==> src/rtl/nubus_pkg.sv <==
// Shared types and helpers for the NuBus slave responder.
// Contents: status codes driven on {/TM1,/TM0} during ACK, the transfer-mode
// code {/TM0, /AD1, /AD0}, the byte-select decode function and the slot-space
// base nibble.
package nubus_pkg;

  typedef enum logic [1:0] {
    ST_TRY_AGAIN = 2'b00,
    ST_TIMEOUT   = 2'b01,
    ST_ERROR     = 2'b10,
    ST_COMPLETE  = 2'b11
  } status_t;

  typedef enum logic [2:0] {
    MODE_BYTE3 = 3'b000,
    MODE_BYTE2 = 3'b001,
    MODE_BYTE1 = 3'b010,
    MODE_BYTE0 = 3'b011,
    MODE_HALF1 = 3'b100,
    MODE_BLOCK = 3'b101,
    MODE_HALF0 = 3'b110,
    MODE_WORD  = 3'b111
  } mode_t;

  typedef struct packed {
    logic       block;
    logic [3:0] sel;
  } sel_t;

  localparam logic [3:0] SLOT_BASE = 4'hF;

  // Mode code is built from the raw active-low lines, so H=1 and L=0.
  function automatic sel_t mode_to_sel(input logic tm0_n, input logic [1:0] ad_n);
    sel_t r;
    r.block = 1'b0;
    r.sel   = 4'b0000;
    case ({tm0_n, ad_n})
      MODE_BYTE3: r.sel = 4'b1000;
      MODE_BYTE2: r.sel = 4'b0100;
      MODE_BYTE1: r.sel = 4'b0010;
      MODE_BYTE0: r.sel = 4'b0001;
      MODE_HALF1: r.sel = 4'b1100;
      MODE_HALF0: r.sel = 4'b0011;
      MODE_WORD:  r.sel = 4'b1111;
      default:    r.block = 1'b1;
    endcase
    return r;
  endfunction

endpackage

==> src/rtl/nubus_tm_decode.sv <==
// Combinational decode of the sampled NuBus address/TM lines.
// Ports:
//   id_n      in  slot ID, active-low
//   ad_n      in  sampled /AD
//   tm1_n     in  sampled /TM1 (low = write)
//   tm0_n     in  sampled /TM0
//   claim     out address falls in this card's slot (or superslot) space
//   is_write  out transfer is a write
//   block     out block-transfer mode, which this card refuses
//   sel       out byte enables for the internal bus
//   addr      out word address (A[31:2])
module nubus_tm_decode
  import nubus_pkg::*;
#(
  parameter int ENABLE_SUPERSLOT = 0
) (
  input  logic [3:0]  id_n,
  input  logic [31:0] ad_n,
  input  logic        tm1_n,
  input  logic        tm0_n,
  output logic        claim,
  output logic        is_write,
  output logic        block,
  output logic [3:0]  sel,
  output logic [29:0] addr
);

  logic [31:0] a;
  logic [3:0]  id;
  sel_t        ms;

  assign a  = ~ad_n;
  assign id = ~id_n;
  assign ms = mode_to_sel(tm0_n, ad_n[1:0]);

  assign claim    = (a[31:24] == {SLOT_BASE, id}) ||
                    ((ENABLE_SUPERSLOT != 0) && (a[31:28] == id));
  assign is_write = ~tm1_n;
  assign block    = ms.block;
  assign sel      = ms.sel;
  assign addr     = a[31:2];

endmodule

==> src/rtl/nubus_slave_responder.sv <==
// NuBus slave responder: qualifies START, claims slot-space addresses, runs
// one access on the internal req/ack bus and answers with a one-cycle ACK
// carrying the status code (and read data for reads).
// Ports:
//   sys_clk, sys_rst           NuBus clock, synchronous active-high reset
//   id_n, start_n, ack_n       slot ID and sampled /START, /ACK
//   tm1_n, tm0_n, ad_n_i       sampled /TM1, /TM0, /AD
//   ad_n_o, ad_oe              /AD drive value and enable
//   tm_o_n, tmx_oe             {/TM1,/TM0} status drive value and enable
//   ack_o_n, ack_oe            /ACK drive value and enable
//   bus_req/we/addr/sel/wdata  internal access request
//   bus_rdata, bus_ack, bus_err internal access response
module nubus_slave_responder
  import nubus_pkg::*;
#(
  parameter int TIMEOUT_CYCLES   = 255,
  parameter int ENABLE_SUPERSLOT = 0
) (
  input  logic        sys_clk,
  input  logic        sys_rst,
  input  logic [3:0]  id_n,
  input  logic        start_n,
  input  logic        ack_n,
  input  logic        tm1_n,
  input  logic        tm0_n,
  input  logic [31:0] ad_n_i,
  output logic [31:0] ad_n_o,
  output logic        ad_oe,
  output logic [1:0]  tm_o_n,
  output logic        tmx_oe,
  output logic        ack_o_n,
  output logic        ack_oe,
  output logic        bus_req,
  output logic        bus_we,
  output logic [29:0] bus_addr,
  output logic [3:0]  bus_sel,
  output logic [31:0] bus_wdata,
  input  logic [31:0] bus_rdata,
  input  logic        bus_ack,
  input  logic        bus_err
);

  localparam int            TW     = $clog2(TIMEOUT_CYCLES + 1);
  localparam logic [TW-1:0] T_LAST = TW'(TIMEOUT_CYCLES - 1);

  typedef enum logic [1:0] {IDLE, WDATA, BUS, ACK} state_t;

  state_t        state, state_nx;
  logic [TW-1:0] timer;
  status_t       status;
  logic          is_read;
  logic [31:0]   rdata;

  logic        claim, is_write, block;
  logic [3:0]  sel;
  logic [29:0] addr;
  logic        start_ok;
  logic        expired;

  nubus_tm_decode #(.ENABLE_SUPERSLOT(ENABLE_SUPERSLOT)) u_dec (
    .id_n     (id_n),
    .ad_n     (ad_n_i),
    .tm1_n    (tm1_n),
    .tm0_n    (tm0_n),
    .claim    (claim),
    .is_write (is_write),
    .block    (block),
    .sel      (sel),
    .addr     (addr)
  );

  // START with /ACK also low is an attention cycle, not a transaction.
  assign start_ok = ~start_n & ack_n & claim;
  assign expired  = (timer == T_LAST);

  always_ff @(posedge sys_clk) begin
    if (sys_rst) begin
      state     <= IDLE;
      timer     <= '0;
      status    <= ST_COMPLETE;
      is_read   <= 1'b0;
      bus_we    <= 1'b0;
      bus_addr  <= '0;
      bus_sel   <= '0;
      bus_wdata <= '0;
    end else begin
      state <= state_nx;
      case (state)
        IDLE: begin
          timer <= '0;
          if (start_ok) begin
            is_read <= ~is_write;
            status  <= block ? ST_ERROR : ST_COMPLETE;
            if (!block) begin
              bus_we   <= is_write;
              bus_addr <= addr;
              bus_sel  <= sel;
            end
          end
        end
        WDATA: begin
          timer     <= '0;
          bus_wdata <= ~ad_n_i;
        end
        BUS: begin
          // A late bus_ack on the expiry cycle still counts as a response.
          if (bus_ack)      status <= bus_err ? ST_ERROR : ST_COMPLETE;
          else if (expired) status <= ST_TIMEOUT;
          else              timer  <= timer + 1'b1;
        end
        default: ;
      endcase
    end
  end

  always_ff @(posedge sys_clk) begin
    if (state == BUS && bus_ack && !bus_err && is_read) rdata <= bus_rdata;
  end

  always_comb begin
    state_nx = state;
    case (state)
      IDLE:    if (start_ok) state_nx = block ? ACK : (is_write ? WDATA : BUS);
      WDATA:   state_nx = BUS;
      BUS:     if (bus_ack || expired) state_nx = ACK;
      ACK:     state_nx = IDLE;
      default: state_nx = IDLE;
    endcase
  end

  assign bus_req = (state == BUS);
  assign ack_oe  = (state == ACK);
  assign tmx_oe  = (state == ACK);
  assign ack_o_n = ~(state == ACK);
  assign tm_o_n  = (state == ACK) ? status : 2'b11;
  assign ad_oe   = (state == ACK) && is_read;
  // Failed reads still turn the transceivers around but present no data.
  assign ad_n_o  = (state == ACK && is_read && status == ST_COMPLETE) ? ~rdata : '1;

endmodule

==> config.mk <==
export PLATFORM = sky130hd
export DESIGN_NAME = nubus_slave_responder
export DESIGN_NICKNAME = d
export VERILOG_FILES = /design/src/rtl/nubus_pkg.sv /design/src/rtl/nubus_tm_decode.sv /design/src/rtl/nubus_slave_responder.sv
export SDC_FILE = /design/constraint.sdc
export NUM_CORES = 1
export LEC_CHECK = 0
export CELL_PAD_IN_SITES_DETAIL_PLACEMENT = 1
export CELL_PAD_IN_SITES_GLOBAL_PLACEMENT = 2
export CORE_MARGIN = 10
export CORE_UTILIZATION = 37
export CTS_BUF_LIST = sky130_fd_sc_hd__clkbuf_16
export CTS_CLUSTER_SIZE = 28
export DETAILED_ROUTE_END_ITERATION = 7
export DONT_BUFFER_PORTS = 1
export PLACE_DENSITY_LB_ADDON = 0.1
export REMOVE_ABC_BUFFERS = 1
export SLEW_MARGIN = 25
export SYNTH_ARGS = -nofsm -noshare
export SYNTH_HDL_FRONTEND = slang
export SYNTH_SLANG_ARGS = --single-unit
==> constraint.sdc <==
create_clock -name sys_clk -period 2.7 [get_ports sys_clk]
set_clock_uncertainty 0.2 [all_clocks]
set_input_delay 0.405 -clock sys_clk [delete_from_list [all_inputs] [get_ports sys_clk]]
set_output_delay 0.405 -clock sys_clk [all_outputs]
set_load 0.01 [all_outputs]
==> metrics.cfg, run 1 <==
[power]
p_total_mw=3.529
leakage_nw=1.804
ir_worst_vdd_mv=0.4449
powerDensity_nw_per_um2=646.2

[hold_path]
hp-class=primary input to register

[clock_network]
clock_latency_ns=0.35
cts_buffers=9
path_clk_slew_ns=0.07
clk_path_buf_depth=2
ctsHtreeMaxLevel=3
cts_tree=yes
root_buffer=clkbuf_16
cts.sinks=112

[global_route]
antenna_found_initial=1
grt_usage=0.1532
grt_pass1_vias=3354
grt_max_degree=72
grt_pass1_wl_um=19560
overflow=0

[logic_synthesis]
synth_flop_cell=dfxtp_1
synth_area_sq_um=4342
postSynthCellCount=406
yosysUniqueCellTypes=48
synthArstFlopShare=0
ys_seq_area_frac=0.5902
ys_seq_elements=112
synth-edff-count=32
syn_avg_cell_area_sq_um=10.69
synth_warnings=0

[drt]
wl_per_cell_um=21.57
drc_errors=0
dr_total_vias=3238
wl_um=13290
dr.pass1.iters=4
viasPerCell=5.256
ant_nets=0
drt-initial-drc-count=157

[worst_setup_path]
cp_slowest_stage_delay_ns=0.57
crit_type=register to register
crit_path_frequent_cell=inv_1
crit_fanout=12
crit_chain=inv_1 > ha_1 > inv_1 > nor4_4 > buf_4 > nor2_1 > a211oi_2 > dlygate4sd3_1
crit_family=buffers and inverters
crit_path_top_delay_cell=dlygate4sd3_1
start_kind=register
cp.arrival_ns=2.63
required_ns=2.80
critical_path.endpoint_type=register
path_buf_inv=4

[placed_design]
dpl.hpwl_um=9092
place_ws_ns=0.3319
port_buffers=0
gp_congestion=0.7079

[sta]
rsz0062_at_grt=no
min_period_over_period=0.9387
min_period_ns=2.534
fin_ws_ns=0.1656
maxSlewHeadroom=0.6641
hold_viol=0
final_max_slew_viol_count=0
finalHoldWorstSlack_ns=0.02367
setup_violations=0
fmax_mhz=394.6
tightest_slew_ns=0.5005

[floorplanning]
fp-row-count=39
dieArea_sq_um=16470
initial_core_util=0.3786
fp.dieW_um=128.3
ios=182
die_y_um=128.3
core_sq_um=11470

[cells_and_area]
final_cell_mix=nor2_1, dfxtp_1, dlygate4sd3_1
drive_above_1_share=0.09534
final_nets=551
syn_to_final_growth_pct=25.79

[run]
cap_violations=0

[outcome]
status=finished clean

## routing by layer
| layer | share of wire | routed length, um | global-route usage | up-vias |
|---|---|---|---|---|
| li1 | - | - | - | 1563 |
| met1 | 0.37 | 4921 | 0.1605 | 1564 |
| met2 | 0.52 | 6926 | 0.2671 | 99 |
| met5 | 0 | 0 | 0 | - |
| met3 | 0.095 | 1261 | 0.06907 | 12 |
| met4 | 0.013 | 177 | 0.05099 | 0 |
## logic make-up (layout without fill, tap and decap cells)
group | Yosys count | count (layout) | share of synthesized area
other | 0 | 1 | 0
buffers and inverters | 35 | 101 | 0.03919
adders and majority gates | 8 | 8 | 0.02306
AOI/OAI and AO/OA | 94 | 94 | 0.1775
DFF | 112 | 112 | 0.5902
xor gates and xnor gates | 7 | 7 | 0.01412
and+or+nand+nor | 148 | 148 | 0.1513
muxes | 2 | 2 | 0.004611
## registers in the layout, summed over array words and instances, names as in the netlist
name and flops:
bus_sel 4, bus_addr 30, bus_we 1, timer 8, rdata 32, status 2, is_read 1, bus_wdata 32
state 2
## power breakdown
group / leakage, nW / switching [mW] / internal [mW] / total, mW
clock network: 0.152 / 0.591 / 0.706 / 1.30
logic: 0.718 / 0.169 / 0.148 / 0.317
registers: 0.933 / 0.106 / 1.81 / 1.92
## cells in the mapped netlist, types with 2 or more instances
cell	instances	area (sq um)
nand2b_1	4	25.02
clkbuf_1	19	71.32
buf_1	2	7.510
nand2_1	40	150.1
o21bai_1	2	15.01
a211oi_1	47	352.8
edfxtp_1	32	960.9
a31oi_1	2	12.51
a211oi_2	16	200.2
o211ai_1	2	15.01
nor3_1	2	10.01
o21a_1	2	15.01
dfxtp_1	80	1602
xnor2_1	5	43.79
o21ai_0	3	15.01
o31ai_1	2	15.01
or2_2	2	12.51
inv_1	7	26.28
xor2_1	2	17.52
a21oi_1	7	35.03
nand3_1	6	30.03
buf_4	2	15.01
ha_1	8	100.1
or4_1	3	22.52
nor2_1	80	300.3
a21boi_0	2	15.01
buf_6	4	45.04
a211o_1	2	17.52
mux2i_1	2	20.02
## layout make-up
type / count / area [sq um]
tap: 143 / 178.9
fill: 1226 / 6006
multi-input combinational: 259 / 1612
timing repair buffer: 78 / 797.0
sequential: 112 / 2562
inverter: 7 / 26.28
clock inverter: 7 / 57.56
clock buffer: 9 / 225.2
antenna: 1 / 2.502
## final timing paths
check	depth (start not counted)	start	end	slack (ns)
worst min register to register	2	timer[5]	timer[5]	0.30
worst min-delay path	2	ad_n_i[1]	bus_sel[0]	0.02
worst max-delay path	8	state[0]	bus_addr[22]	0.17
worst max register to register	8	state[0]	bus_addr[22]	0.17
## metrics by stage
| step | utilization | TNS (ns) | std cells | area (sq um) |
|---|---|---|---|---|
| CTS | 0.4740 | 0 | 613 | 5435 |
| detailed placement | 0.3876 | 0 | 528 | 4444 |
| global route | 0.4763 | 0 | 616 | 5461 |
| floorplan | - | -21.18 | 378 | 4198 |
| finish | 0.4763 | 0 | 616 | 5461 |
| global placement | 0.3876 | 0 | 528 | 4444 |
## timing repair
action,CTS,global route
resized for setup,0,1
hold buffers,69,0
hold endpoints to repair,105,0
endpoints found under the setup margin,0,3
buffers inserted,0,1
(Power assumes the default switching activity.)
==> run 2, diff against run 1 <==
Settings changed: TNS_END_PERCENT from default to 30.
==> results of run 2 <==
The final DEF is identical to that of run 1; final timing and power are the same.
